$ cat config.mk
export PLATFORM = sky130hd
export DESIGN_NAME = tl_arbiter_d
export DESIGN_NICKNAME = d
export VERILOG_FILES = /design/src/rtl/tl_arbiter_d.sv
export SDC_FILE = /design/constraint.sdc
export NUM_CORES = 1
export LEC_CHECK = 0
export CAP_MARGIN = 25
export CORE_ASPECT_RATIO = 0.6
export CORE_MARGIN = 3
export CORE_UTILIZATION = 30
export DETAILED_ROUTE_END_ITERATION = 12
export PLACE_DENSITY = 0.47
export SKIP_LAST_GASP = 1
export SLEW_MARGIN = 20
export SYNTH_ARGS = -nofsm -noshare
export SYNTH_HDL_FRONTEND = slang
export SYNTH_SLANG_ARGS = --single-unit
$ cat constraint.sdc
create_clock -name clk_i -period 3 [get_ports clk_i]
set_input_delay 0.45 -clock clk_i [delete_from_list [all_inputs] [get_ports clk_i]]
set_output_delay 0.45 -clock clk_i [all_outputs]
set_load 0.05 [all_outputs]
$ cat src/rtl/tl_arbiter_d.sv
// rtl/tl_arbiter_d.sv - round-robin TileLink D-channel arbiter with multi-beat burst locking
// Optional TL_ARB_D_PERF_EN adds a saturating output-stall counter (perf_stall_cnt_o).
module tl_arbiter_d #(
  parameter int SLAVE_NUM  = 2,
  parameter int DATA_BYTES = 8,
  parameter int SIZE_W     = 4,
  localparam int SEL_W     = (SLAVE_NUM > 2) ? $clog2(SLAVE_NUM) : 1
) (
  input  logic                        clk_i,
  input  logic                        rst_ni,
  input  logic [SLAVE_NUM-1:0]        inp_valid_i,
  output logic [SLAVE_NUM-1:0]        inp_ready_o,
  input  logic [SLAVE_NUM-1:0]        inp_has_data_i,
  input  logic [SLAVE_NUM*SIZE_W-1:0] inp_size_i,
  output logic                        oup_valid_o,
  input  logic                        oup_ready_i,
  output logic [SEL_W-1:0]            oup_sel_o,
  output logic                        oup_last_o
`ifdef TL_ARB_D_PERF_EN
  ,
  output logic [31:0]                 perf_stall_cnt_o
`endif
);

  typedef enum logic {ST_IDLE, ST_BURST} state_t;

  state_t           state_q, state_d;
  logic [SEL_W-1:0] rr_ptr_q, rr_ptr_d;
  logic [SEL_W-1:0] lock_q, lock_d;
  logic [8:0]       beat_cnt_q, beat_cnt_d;
  logic [SEL_W-1:0] grant;
  logic             found;
  logic             hs;
  logic [8:0]       cur_beats;

  // 9-bit arithmetic: sizes of 9 and above wrap to zero bytes and count as one beat
  function automatic logic [8:0] calc_beats(input logic has_data, input logic [SIZE_W-1:0] size);
    logic [8:0] bytes;
    bytes = 9'd1 << size;
    if (has_data && (bytes > 9'(DATA_BYTES)))
      return bytes >> $clog2(DATA_BYTES);
    else
      return 9'd1;
  endfunction

  function automatic logic [SEL_W-1:0] next_ptr(input logic [SEL_W-1:0] cur);
    int n;
    n = int'(cur) + 1;
    if (n >= SLAVE_NUM) n = 0;
    return SEL_W'(n);
  endfunction

  always_comb begin
    int idx;
    idx         = 0;
    grant       = rr_ptr_q;
    found       = 1'b0;
    if (state_q == ST_BURST) begin
      grant = lock_q;
      found = 1'b1;
    end else begin
      for (int i = 0; i < SLAVE_NUM; i++) begin
        idx = (int'(rr_ptr_q) + i) % SLAVE_NUM;
        if (!found && inp_valid_i[idx]) begin
          found = 1'b1;
          grant = SEL_W'(idx);
        end
      end
    end
    cur_beats   = calc_beats(inp_has_data_i[grant], inp_size_i[int'(grant)*SIZE_W +: SIZE_W]);

    oup_valid_o = found & inp_valid_i[grant];
    inp_ready_o = '0;
    if (found) inp_ready_o[grant] = oup_ready_i;
    oup_sel_o   = grant;
    if (state_q == ST_BURST) oup_last_o = (beat_cnt_q == 9'd1);
    else                     oup_last_o = found ? (cur_beats == 9'd1) : 1'b1;

    // While reset is held the outputs look like an empty IDLE regardless of inputs
    if (!rst_ni) begin
      oup_valid_o = 1'b0;
      inp_ready_o = '0;
      oup_sel_o   = '0;
      oup_last_o  = 1'b1;
    end

    hs         = oup_valid_o & oup_ready_i;
    state_d    = state_q;
    rr_ptr_d   = rr_ptr_q;
    lock_d     = lock_q;
    beat_cnt_d = beat_cnt_q;
    case (state_q)
      ST_IDLE: begin
        if (hs) begin
          if (cur_beats == 9'd1) begin
            rr_ptr_d = next_ptr(grant);
          end else begin
            state_d    = ST_BURST;
            lock_d     = grant;
            beat_cnt_d = cur_beats - 9'd1;
          end
        end
      end
      ST_BURST: begin
        if (hs) begin
          beat_cnt_d = beat_cnt_q - 9'd1;
          if (beat_cnt_q == 9'd1) begin
            state_d  = ST_IDLE;
            rr_ptr_d = next_ptr(lock_q);
          end
        end
      end
      default: state_d = ST_IDLE;
    endcase
  end

  always_ff @(posedge clk_i or negedge rst_ni) begin
    if (!rst_ni) begin
      state_q    <= ST_IDLE;
      rr_ptr_q   <= '0;
      lock_q     <= '0;
      beat_cnt_q <= '0;
    end else begin
      state_q    <= state_d;
      rr_ptr_q   <= rr_ptr_d;
      lock_q     <= lock_d;
      beat_cnt_q <= beat_cnt_d;
    end
  end

`ifdef TL_ARB_D_PERF_EN
  always_ff @(posedge clk_i or negedge rst_ni) begin
    if (!rst_ni)
      perf_stall_cnt_o <= '0;
    else if (oup_valid_o && !oup_ready_i && (perf_stall_cnt_o != 32'hFFFF_FFFF))
      perf_stall_cnt_o <= perf_stall_cnt_o + 32'd1;
  end
`endif

endmodule

==> metrics <==
hold-fix buffer count after cts=0; Levels on crit path=12; critical path's top delay family=compound AO/OA/AOI/OAI gates; crit path from=inp_valid_i[0]; total grt overflow=0; first-pass GRT wire length=just over 6 mm; P per Cell Area=509 nW/um2; largest net degree at the start of global routing=23; CP Data Arrival Time=~2.4 ns; Worst slew margin=66.6%; f_max=0.349 GHz; Placer Congestion=roughly 0.85; die area=between 4000 and 5000 um2; max-cap check violation count=0; Final Critical Period=2.86 ns; Clock Pin Slew Worst Setup and Hold Paths=0.05 ns; Die W=approximately 86 um; Syn. warnings=0; critical-path cell list=clkdlybuf4s15_1 > nand2b_4 > a211oi_4 > or2_4 > nor2_1 > a31o_2 > inv_2 > ha_4 > nand3_4 > o21a_1 > o211ai_1 > clkbuf_16; fraction of layout cells with a size suffix above 1=around a quarter; DR WL/cell=15.8 um; worst path bufs/invs=3; DP Cell Count=226; Worst-Skew Late Latency=0.24 ns; CP required=2.55 ns; H-tree Lvls=1; Yosys reg bits=12; Static Leak=between 0.6 and 0.7 nW; CP peak stage delay=between 0.2 and 0.3 ns; GRT Resource Usage Total=16.9%; setup violators final=0; vias in the first global route=around 1200; Async SR Flop Fraction=100%; synth unique cells=53; RR Endpoint=beat_cnt_q[4]$_DFFE_PN0P_; CTS max path bufs=2; Critical Path Source Type=input pin; Post-synth top cells=15 x nand2_1, 12 x dfrtp_1, 11 x nor2_1; DRT Pass-1 Iters=4; Final Hold Fails=0; r2r setup slk=0.56 ns; Synth Area per Inst=7.96 um2; Layout area overhead=45.7%; crit path to=oup_last_o; cell row count=16; Nets=just over 200; worst hold margin=0.563 ns; Initial DRC Count=85; vias post-DR=between 1000 and 1500; critical path class=in -> out; initial antenna violation count=0; Remaining DRCs=0; slowest CP cell=a211oi_4; Hold Path Class=reg -> reg; # clock sinks=12; Fin Clk Skew=0.000441 ns; Inserted Clock Buffers=3; CORE AREA=3480 um2; Die Y=54.2 um; Pins Over Slew Limit=0; antenna diode count=0; I/O pins=20; Syn Nets=165; HPWL after detailed placement=2.96 mm; crit end category=output port; Initial Util=33.4%; status=completed; Synth area leaders=dfrtp_1 26%, nand2_1 4.8%, ha_1 4.3%; fin crit share=95.5%; Post-synth EDFFs=0; maximum vdd drop=between 0.0002 and 0.00025 V; vias per cell=5.47; Finished Layout Cells=~230; Syn Inst Count=146; critical-path maximum fanout=4; synthesized area=1160 um2; Seq/Total Area, Yosys=25.8%; largest area contributor in the netlist=dfrtp_1; R2R depth=9; Worst Tran Pin Value=0.495 ns; DRT antenna net count=0; port buffer count=19; Routed WL=3.66 mm; top-count cell post-synth=nand2_1; RR Startpoint=state_q$_DFF_PN0_; TritonCTS clock tree=done; area fraction of the dominant cell type after synthesis=25.8%; top_reg_cell synth=dfrtp_1; CTS Root Cell=clkbuf_8
## worst register-to-register path, delay by kind of cell, from the launching register on
family | cells | cell delay [ns]
DFF | 1 | 0.48
buffers and inverters | 2 | 0.28
adders and majority gates | 1 | 0.20
AOI/OAI and AO/OA | 3 | 0.86
and+or+nand+nor | 3 | 0.47
## cell type report
cell class | instances | area (um2)
fillers | 360 | 1790
multi-input cells | 121 | 857
repair buffers | 41 | 405
flip-flops and latches | 12 | 300
well taps | 45 | 56.3
clock buffers | 3 | 41.3
inverters | 9 | 33.8
## placed cells by master, fill, tap and decap left out, drive strengths merged, types with 3 or more instances in the layout
| cell | n |
|---|---|
| a21oi | 7 |
| a31oi | 5 |
| buf | 26 |
| clkbuf | 5 |
| clkdlybuf4s50 | 12 |
| dfrtp | 12 |
| ha | 4 |
| inv | 9 |
| nand2 | 15 |
| nand2b | 6 |
| nand3 | 7 |
| nand3b | 3 |
| nor2 | 12 |
| nor2b | 3 |
| nor3 | 4 |
| nor3b | 3 |
| nor4b | 4 |
| o21ai | 10 |
| or3 | 3 |
## layer usage
metal  global-route usage, %  wire [um]  vias to the layer above
li1                        -          -                      637
met1                    25.0       1990                      596
met2                    25.1       1480                       28
met3                    4.51        183                        2
met4                    2.33          8                        0
met5                       0          0                        -
## sequential cells by signal, indices dropped and copies added (netlist names)
| name | cells |
|---|---|
| beat_cnt_q | 9 |
| rr_ptr_q | 1 |
| state_q | 1 |
| lock_q | 1 |
## kinds of logic after synthesis
kind of cell	synth area share, %
buf+inv	4.95
simple gates	33.7
compound gates	29.5
flops	25.8
fa+ha+maj	4.31
mux	1.72
## worst min-delay path by stage
stage                     slack, ns                         to                      start  depth (start not counted)
final                          0.56  beat_cnt_q[5]$_DFFE_PN0P_  beat_cnt_q[5]$_DFFE_PN0P_                          1
after global routing           0.60         lock_q$_DFFE_PN0P_                     rst_ni                          2
after CTS                      0.56  beat_cnt_q[5]$_DFFE_PN0P_  beat_cnt_q[5]$_DFFE_PN0P_                          1
after detailed placement       0.54  beat_cnt_q[5]$_DFFE_PN0P_  beat_cnt_q[5]$_DFFE_PN0P_                          1
after global placement         0.54  beat_cnt_q[7]$_DFFE_PN0P_  beat_cnt_q[7]$_DFFE_PN0P_                          1
after floorplan                0.15  beat_cnt_q[0]$_DFFE_PN0P_                     rst_ni                          0
## what timing repair did
action / CTS / global route
gates cloned: 0 / 0
setup endpoints to repair: 1 / 1
gates resized for setup: 3 / 8
setup buffers: 1 / 1
pin swaps: 3 / 3
## where the power goes
group          switching [mW]  internal [mW]
logic                   0.237          0.217
clock network          0.0598         0.0886
registers              0.0515          0.208
## metrics by stage
| step | setup WS (ns) | cell area, um2 | power [mW] | util [%] | setup TNS, ns |
|---|---|---|---|---|---|
| finish | 0.135 | 1690 | 0.862 | 48.6 | 0 |
| global route | -0.000129 | 1690 | 0.924 | 48.6 | -0.000129 |
| global placement | -0.136 | 1620 | 0.692 | 46.6 | -0.136 |
| CTS | 0.0525 | 1680 | 0.862 | 48.3 | 0 |
| floorplan | -0.0237 | 1200 | 0.517 | - | -0.0237 |
| detailed placement | -0.178 | 1620 | 0.702 | 46.6 | -0.178 |
Note: power is estimated with default switching activity, not from simulation.
